$ cat src/rtl/fp_div_iter.sv
// Multi-cycle IEEE-754-style divider: restoring division, one quotient bit per clock,
// valid/ready handshaking, fixed latency and special-operand handling.
module fp_div_iter #(
  parameter int EXP_W  = 8,
  parameter int FRAC_W = 23
) (
  input  logic                        clk,
  input  logic                        rst_n,
  input  logic                        in_valid,
  output logic                        in_ready,
  input  logic [EXP_W+FRAC_W:0]       a,
  input  logic [EXP_W+FRAC_W:0]       b,
  output logic                        out_valid,
  input  logic                        out_ready,
  output logic [EXP_W+FRAC_W:0]       result,
  output logic                        overflag,
  output logic                        underflag,
  output logic                        dz_flag,
  output logic                        nan_flag
);
  localparam int W  = 1 + EXP_W + FRAC_W;
  localparam int N  = FRAC_W + 2;
  localparam int EW = EXP_W + 2;
  localparam int CW = $clog2(N);
  localparam logic signed [EW-1:0] BIAS  = EW'((1 << (EXP_W - 1)) - 1);
  localparam logic signed [EW-1:0] E_MAX = EW'((1 << EXP_W) - 1);

  typedef enum logic [1:0] {S_IDLE, S_DIV, S_NORM, S_DONE} state_t;

  state_t                 state;
  logic [CW-1:0]          cnt;
  logic                   sign;
  logic signed [EW-1:0]   e;
  logic [FRAC_W+1:0]      rem;
  logic [FRAC_W:0]        dvs;
  logic [N-1:0]           q;
  logic [FRAC_W-1:0]      nfrac;
  logic                   a_zero, a_inf, a_nan, b_zero, b_inf, b_nan;

  logic [EXP_W-1:0]       ea, eb;
  logic [FRAC_W-1:0]      fa, fb;
  logic                   ge;
  logic [FRAC_W+1:0]      rem_sel;

  always_comb begin
    ea      = a[FRAC_W +: EXP_W];
    eb      = b[FRAC_W +: EXP_W];
    fa      = a[FRAC_W-1:0];
    fb      = b[FRAC_W-1:0];
    ge      = (rem >= {1'b0, dvs});
    rem_sel = ge ? (rem - {1'b0, dvs}) : rem;
  end

  always_ff @(posedge clk or negedge rst_n) begin
    if (!rst_n) begin
      state     <= S_IDLE;
      cnt       <= '0;
      sign      <= 1'b0;
      e         <= '0;
      rem       <= '0;
      dvs       <= '0;
      q         <= '0;
      nfrac     <= '0;
      a_zero    <= 1'b0;
      a_inf     <= 1'b0;
      a_nan     <= 1'b0;
      b_zero    <= 1'b0;
      b_inf     <= 1'b0;
      b_nan     <= 1'b0;
      in_ready  <= 1'b1;
      out_valid <= 1'b0;
      result    <= '0;
      overflag  <= 1'b0;
      underflag <= 1'b0;
      dz_flag   <= 1'b0;
      nan_flag  <= 1'b0;
    end else begin
      case (state)
        S_IDLE: begin
          if (in_valid) begin
            sign      <= a[W-1] ^ b[W-1];
            e         <= $signed({2'b00, ea}) - $signed({2'b00, eb}) + BIAS;
            rem       <= {2'b01, fa};
            dvs       <= {1'b1, fb};
            q         <= '0;
            cnt       <= '0;
            a_zero    <= (ea == '0);
            a_inf     <= (ea == '1) && (fa == '0);
            a_nan     <= (ea == '1) && (fa != '0);
            b_zero    <= (eb == '0);
            b_inf     <= (eb == '1) && (fb == '0);
            b_nan     <= (eb == '1) && (fb != '0);
            in_ready  <= 1'b0;
            result    <= '0;
            overflag  <= 1'b0;
            underflag <= 1'b0;
            dz_flag   <= 1'b0;
            nan_flag  <= 1'b0;
            state     <= S_DIV;
          end
        end
        S_DIV: begin
          q   <= {q[N-2:0], ge};
          // rem_sel < dvs < 2^(FRAC_W+1), so the shift never loses a bit
          rem <= {rem_sel[FRAC_W:0], 1'b0};
          if (cnt == CW'(N - 1)) begin
            cnt   <= '0;
            state <= S_NORM;
          end else begin
            cnt <= cnt + 1'b1;
          end
        end
        S_NORM: begin
          if (q[N-1]) begin
            nfrac <= q[N-2:1];
          end else begin
            nfrac <= q[N-3:0];
            e     <= e - EW'(1);
          end
          state <= S_DONE;
        end
        S_DONE: begin
          // First DONE cycle registers the final result; afterwards it is held until accepted
          if (!out_valid) begin
            out_valid <= 1'b1;
            if (a_nan || b_nan || (a_zero && b_zero) || (a_inf && b_inf)) begin
              result   <= {1'b0, {EXP_W{1'b1}}, 1'b1, {(FRAC_W-1){1'b0}}};
              nan_flag <= 1'b1;
            end else if (b_zero && !a_inf) begin
              result  <= {sign, {EXP_W{1'b1}}, {FRAC_W{1'b0}}};
              dz_flag <= 1'b1;
            end else if (a_inf || b_zero) begin
              result <= {sign, {EXP_W{1'b1}}, {FRAC_W{1'b0}}};
            end else if (a_zero || b_inf) begin
              result <= {sign, {(W-1){1'b0}}};
            end else if (e >= E_MAX) begin
              result   <= {sign, {EXP_W{1'b1}}, {FRAC_W{1'b0}}};
              overflag <= 1'b1;
            end else if (e <= 0) begin
              result    <= {sign, {(W-1){1'b0}}};
              underflag <= 1'b1;
            end else begin
              result <= {sign, e[EXP_W-1:0], nfrac};
            end
          end else if (out_ready) begin
            out_valid <= 1'b0;
            in_ready  <= 1'b1;
            state     <= S_IDLE;
          end
        end
        default: state <= S_IDLE;
      endcase
    end
  end
endmodule

$ cat config.mk
export PLATFORM = sky130hd
export DESIGN_NAME = fp_div_iter
export DESIGN_NICKNAME = d
export VERILOG_FILES = /design/src/rtl/fp_div_iter.sv
export SDC_FILE = /design/constraint.sdc
export NUM_CORES = 1
export LEC_CHECK = 0
export ABC_CLOCK_PERIOD_IN_PS = 4600
export CORE_UTILIZATION = 40
export DETAILED_ROUTE_END_ITERATION = 7
export PLACE_DENSITY = 0.6
export SLEW_MARGIN = 10
export SYNTH_ARGS = -nofsm -noshare
export SYNTH_HDL_FRONTEND = slang
export SYNTH_SLANG_ARGS = --single-unit
export TNS_END_PERCENT = 1
$ cat constraint.sdc
create_clock -name clk -period 4.6 [get_ports clk]
set_input_delay 1.15 -clock clk [delete_from_list [all_inputs] [get_ports clk]]
set_output_delay 1.15 -clock clk [all_outputs]
set_load 0.01 [all_outputs]
==> impl_metrics.json, run 1 <==
{
  "status": "finished with violations",
  "violations": "DRC",
  "post_cts_resized": 0,
  "total_leakage_power_uw": 0.00478,
  "core_area_um2": 22000,
  "place_ws_ns": 0.730,
  "fin_nets": 1149,
  "grt_max_degree": 85,
  "routed_wl_um": 22100,
  "powerDensity_nw_per_um2": 780,
  "drt_pass1_iterations": 8,
  "crit_path_start_kind": "input pin",
  "peakVddDrop_mv": 0.406,
  "dpl.hpwl_um": 15900,
  "synthArstFlopShare_pct": 100,
  "power.internal_uw": 4850,
  "cts_root_buf": "clkbuf_16",
  "power_switching_uw": 3750,
  "syn_area_um2": 9070,
  "switching_share_pct": 43.7,
  "yosysUniqueCellTypes": 66,
  "synth_compound_area_share_pct": 20.5,
  "die_y_um": 153,
  "fin_crit_sh_pct": 74.9,
  "setup_tns_ns": 0,
  "drive_gt1_share_pct": 8.86,
  "max_freq_ghz": 0.290,
  "maxCapViolations": 0,
  "numCtsBuffers": 17,
  "drv_slew": 0,
  "htree_num_levels": 4,
  "areaGrowthSynthToFinish_pct": 21.6,
  "end_kind": "flop",
  "ys_seq_area_share_pct": 43.9,
  "final_util_pct": 50.1,
  "final_hold_viol_count": 0,
  "drc_errors": 4,
  "place_congestion": 0.842,
  "cp_data_arrival_time_ns": 3.78,
  "timing.hold.ws_ns": 0.456,
  "wl_per_cell_um": 16.6,
  "synth_nets": 1055,
  "synthXorXnorAreaFrac_pct": 2.90,
  "synth_flop_cell": "dfrtp_1",
  "synth-simple-area-share_pct": 14.0,
  "clk_path_buf_depth": 2,
  "fin_skew_ns": 0.0141,
  "pwr-share-comb_pct": 54.3,
  "tightest_slew_ns": 1.03,
  "fin_crit_ns": 3.45,
  "worstPathMaxFanout": 4,
  "vias": 7417,
  "seqPwrFrac_pct": 29.0,
  "synth_mux_area_share_pct": 7.83,
  "synth_seq_cells": 159,
  "grt_setup_unrepaired": "false",
  "antenna_cells": 0,
  "initial_core_util_pct": 41.2,
  "die_x_um": 153,
  "std_cell_rows": 54,
  "crit_type": "input pin to flop",
  "synthCells": 943,
  "cts.clk_slew.worst_paths_ns": 0.07,
  "synthAdderAreaFrac_pct": 6.40,
  "yosysWarnings": 0,
  "insertion_delay_ns": 0.44,
  "post-cts-setup-buffers": 0,
  "crit_start": "b[24]",
  "power_uw": 8600,
  "clock_sinks": 159,
  "grt_pass1_vias": 7127,
  "holdCritPathClass": "flop to flop",
  "hold_start": "dvs[23]",
  "synth_top_family_by_area": "compound AO/OA/AOI/OAI gates",
  "synth_edf_count": 0,
  "drt_iter0_drc": 406,
  "antenna_found_initial": 0,
  "die_area_um2": 23300,
  "crit_required_ns": 4.93,
  "avgSynthCellArea_um2": 9.62,
  "grt_pass1_wl_um": 36900,
  "max_slew_margin_pct": 30.8,
  "ios": 106,
  "postCtsHoldBufs": 0,
  "grt_overflow_total": 0,
  "tritoncts": "done",
  "vias_per_cell": 5.58,
  "setup_slack_ns": 1.15,
  "r2r-start": "state[1]",
  "track_usage_pct": 19.9,
  "drtAntennaViolNets": 0,
  "io_buffers": 105,
  "setup_violations": 0,
  "p_clk_share_pct": 16.7
}
power groups by stage:
stage	clock (uW)	combinational (uW)	sequential, uW
after floorplan	0	3520	2420
after global placement	0	4600	2510
after detailed placement	0	4660	2520
after CTS	1470	4680	2500
after global routing	1530	5220	2590
final	1430	4670	2500
logic make-up after synthesis:
| family | count (synthesis) |
|---|---|
| AO/OA/AOI/OAI | 282 |
| XOR/XNOR | 30 |
| adder cells (fa/ha/maj) | 46 |
| buffers and inverters | 102 |
| flip-flops | 159 |
| multiplexers | 68 |
| AND/OR/NAND/NOR | 256 |
layout by cell type, fill, tap and decap left out, drive strengths merged, types with 12 or more instances in the layout:
cell,Yosys,layout
a21oi,99,99
dfrtp,158,158
inv,55,61
o22ai,13,13
clkdlybuf4s50,0,104
a22o,54,54
nor3,23,23
or3,12,12
ha,43,43
xor2,14,14
mux2i,44,44
o21ai,51,51
xnor2,16,16
mux2,24,24
nor4,18,18
clkbuf,35,17
nor2,77,77
nand3,13,13
buf,12,18
nand2,59,59
registers in the layout (all words and copies together) (netlist names):
name and flops:
rem 25, dz_flag 1, underflag 1, b_nan 1, e 10, out_valid 1, cnt 5, result 32
a_nan 1, nfrac 23, q 25, state 2, b_inf 1, b_zero 1, a_inf 1, in_ready 1
a_zero 1, sign 1, overflag 1, nan_flag 1, dvs 24
critical path: stages:
cell and delay [ns]:
clkdlybuf4s50_1 0.50, inv_1 0.05, ha_1 0.29, nor2b_1 0.16, o21ai_1 0.24, nand4bb_1 0.16
o32a_1 0.36, a211oi_2 0.25, nor2_1 0.07, maj3_2 0.30, o31ai_1 0.24
through the flow:
stage / cells / cell area (um^2)
floorplan: 943 / 9070
global placement: 1298 / 10400
detailed placement: 1298 / 10400
CTS: 1330 / 11000
global route: 1330 / 11000
finish: 1330 / 11000
cell type report:
cell class | instances | area, um^2
clock buffer | 17 | 425
clock inverter | 15 | 188
fill | 2063 | 11000
inverter | 55 | 206
multi-input combinational | 682 | 4700
sequential | 159 | 3980
tap | 280 | 350
timing repair buffer | 122 | 1180
cell usage after synthesis, drive strengths merged (3+ instances only):
library cell	count	share of area, %
inv	55	2.3
a221oi	3	0.36
ha	43	5.9
a211oi	4	0.50
mux2	24	3.0
nor4	18	1.3
a22o	54	5.2
dfrtp	158	44
and4	3	0.29
nand2	59	2.4
a21oi	99	5.7
o31ai	7	0.58
nor2b	5	0.34
buf	12	0.80
nor4b	3	0.29
mux2i	44	4.9
a21o	10	0.83
a31oi	11	0.76
nand3	13	0.72
nand4b	5	0.48
o211ai	4	0.33
a211o	4	0.39
clkbuf	35	1.4
and3	9	0.68
xor2	14	1.4
or3	12	0.83
o21ai	51	2.8
o21a	7	0.58
o22ai	13	0.90
nor2	77	3.2
nand4	9	0.62
nand2b	9	0.62
xnor2	16	1.5
nor3	23	1.3
final timing paths:
kind                         endpoint  slack [ns]  cells after the start
min                           dvs[23]        0.46                      2
max reg2reg                 result[7]        1.31                      8
max                              e[8]        1.15                     11
min in group asynchronous  result[21]        0.74                      1
min reg2reg                   dvs[23]        0.46                      2
max in group asynchronous      b_zero        2.88                      2
metal layers:
layer / vias to the layer above / track usage [%] / part of all wire [%]
li1: 3642 / - / -
met1: 3584 / 27.9 / 48
met2: 167 / 30.5 / 45
met3: 24 / 4.35 / 5.1
met4: 0 / 5.87 / 1.3
met5: - / 0 / 0
Note: power is estimated with default switching activity, not from simulation.
==> run 2, diff against run 1 <==
--- a/config.mk
+++ b/config.mk
@@ -5,7 +5,7 @@
 export SDC_FILE = /design/constraint.sdc
 export NUM_CORES = 1
 export LEC_CHECK = 0
-export ABC_CLOCK_PERIOD_IN_PS = 4600
+export ABC_CLOCK_PERIOD_IN_PS = 3200
 export CORE_UTILIZATION = 40
 export DETAILED_ROUTE_END_ITERATION = 7
 export PLACE_DENSITY = 0.6
==> constraint.sdc (replaced) <==
create_clock -name clk -period 3.2 [get_ports clk]
set_input_delay 0.8 -clock clk [delete_from_list [all_inputs] [get_ports clk]]
set_output_delay 0.8 -clock clk [all_outputs]
set_load 0.01 [all_outputs]
==> run 2 against run 1 <==
Net effect:
- the flow still finishes with violations (DRC)
- non-clock buffer count grew 31
- via count grew 0.70%
- routed wire length grew 0.76%
- sequential power grew 43%
- power grew 47%
- combinational power grew 50%
- utilization grew 1.3 points
- sequential cell count is the same
- cell count grew 2.3%
- die area is the same
- critical endpoint is now rem[23]
==> impl_metrics.json, run 2 (synthesis results as in run 1) <==
{
  "holdCritPathClass": "input pin to asynchronous set/reset pin",
  "vias": 7469,
  "insertion_delay_ns": 0.43,
  "die_area_um2": 23300,
  "rr_worst_depth": 13,
  "grt_max_degree": 60,
  "setup_tns_ns": 0,
  "antenna_cells": 0,
  "die_x_um": 153,
  "power.internal_uw": 7160,
  "tightest_slew_ns": 0.667,
  "dpl.hpwl_um": 16300,
  "end_kind": "flop",
  "maxCapViolations": 0,
  "grt_setup_unrepaired": "false",
  "setup_slack_ns": 0.250,
  "clk_path_buf_depth": 2,
  "htree_num_levels": 4,
  "stdcell_area_um2": 11300,
  "place_ws_ns": -0.142,
  "routed_wl_um": 22200,
  "initial_core_util_pct": 41.2,
  "clock_sinks": 159,
  "top_register": "result",
  "std_cell_rows": 54,
  "postCtsHoldBufs": 0,
  "r2r-start": "rem[0]",
  "core_area_um2": 22000,
  "switching_share_pct": 43.3,
  "powerDensity_nw_per_um2": 1120,
  "final_hold_viol_count": 0,
  "fin_crit_ns": 2.95,
  "post_cts_resized": 0,
  "pwr-share-comb_pct": 55.4,
  "fin_nets": 1180,
  "layout_commonest_cell": "dfrtp_1",
  "final_util_pct": 51.4,
  "drc_errors": 6,
  "seqPwrFrac_pct": 28.3,
  "cts_root_buf": "clkbuf_16",
  "ios": 106,
  "cts.clk_slew.worst_paths_ns": 0.08,
  "p_clk_share_pct": 16.3,
  "vias_per_cell": 5.49,
  "track_usage_pct": 19.7,
  "drive_gt1_share_pct": 11.5,
  "grt_pass1_wl_um": 36500,
  "total_leakage_power_uw": 0.00494,
  "setup_violations": 0,
  "grt_pass1_vias": 7174,
  "place_congestion": 0.876,
  "die_y_um": 153,
  "drtAntennaViolNets": 0,
  "numCtsBuffers": 17,
  "dp_cells": 1329,
  "final_cell_mix": "dfrtp_1 (158), clkdlybuf4s50_1 (104), a21oi_1 (96), nor2_1 (76), nand2_1 (58)",
  "largestRegisters": "result: 32 flops, q: 25 flops, rem: 25 flops",
  "r2r_end": "rem[23]",
  "worstPathMaxFanout": 3,
  "antenna_found_initial": 0,
  "violations": "DRC",
  "largest_reg_flops": 32,
  "grt_overflow_total": 0,
  "drt_pass1_iterations": 8,
  "tritoncts": "done",
  "drv_slew": 0,
  "crit_required_ns": 3.51,
  "max_freq_ghz": 0.339,
  "power_switching_uw": 5460,
  "areaGrowthSynthToFinish_pct": 24.8,
  "crit_path_start_kind": "flop",
  "crit_type": "flop to flop",
  "wl_per_cell_um": 16.3,
  "post-cts-setup-buffers": 0,
  "io_buffers": 105,
  "stdcell_count": 1361,
  "fin_crit_sh_pct": 92.2,
  "fin_skew_ns": 0.0113,
  "rrSetupSlack_ns": 0.25,
  "status": "finished with violations",
  "cp_data_arrival_time_ns": 3.26,
  "drt_iter0_drc": 339,
  "placed_area_um2": 10700,
  "max_slew_margin_pct": 55.3,
  "peakVddDrop_mv": 0.599
}
-- run 2: cell types whose count changed in the layout (fill, tap and decap cells not counted), sizes merged --
cell and delta:
inv -1, clkinvlp +1, buf +31
-- run 2: cell type report --
class / count / area [um^2]
inverters: 55 / 206
clock inverters: 15 / 194
flip-flops and latches: 159 / 3980
multi-input cells: 682 / 4700
fillers: 2041 / 10700
well taps: 280 / 350
repair buffers: 153 / 1460
clock buffers: 17 / 425
-- run 2: how the worst max path moves through the flow --
stage                 from      end
detailed placement   b[24]     e[8]
global placement     b[24]     e[8]
floorplan            b[24]     e[8]
global route        rem[0]  rem[23]
finish              rem[0]  rem[23]
CTS                 rem[0]  rem[23]
-- run 2: per-layer routing --
| layer | global-route usage (%) | wire length (um) | vias up |
|---|---|---|---|
| li1 | - | - | 3705 |
| met1 | 27.4 | 10900 | 3591 |
| met2 | 30.6 | 10100 | 151 |
| met3 | 3.84 | 751 | 22 |
| met4 | 6.40 | 416 | 0 |
| met5 | 0 | 0 | - |
-- run 2: through the flow --
stage | hold slack [ns] | power [uW]
2_1_floorplan | 0.418 | 8540
3_5_place_dp | 0.439 | 10600
3_3_place_gp | 0.434 | 10500
6_report | 0.328 | 12600
4_1_cts | 0.341 | 12700
5_1_grt | 0.359 | 13600
-- run 2: power groups by stage --
stage                     Clock [uW]  Combinational (uW)  Sequential (uW)
after CTS                       2110                6990             3580
after floorplan                    0                5060             3480
after global routing            2190                7750             3700
final                           2060                6990             3580
after detailed placement           0                6960             3610
after global placement             0                6870             3600
-- run 2: worst max-delay path, cell delays in order (launching register included) --
cell	delay (ns)
dfrtp_1	0.39
inv_1	0.11
ha_1	0.19
inv_1	0.06
fa_1	0.39
a21o_1	0.21
a221oi_2	0.29
o211ai_1	0.17
a2111oi_1	0.38
buf_4	0.17
o21ai_0	0.09
xor2_1	0.16
mux2i_1	0.15
a21oi_1	0.08
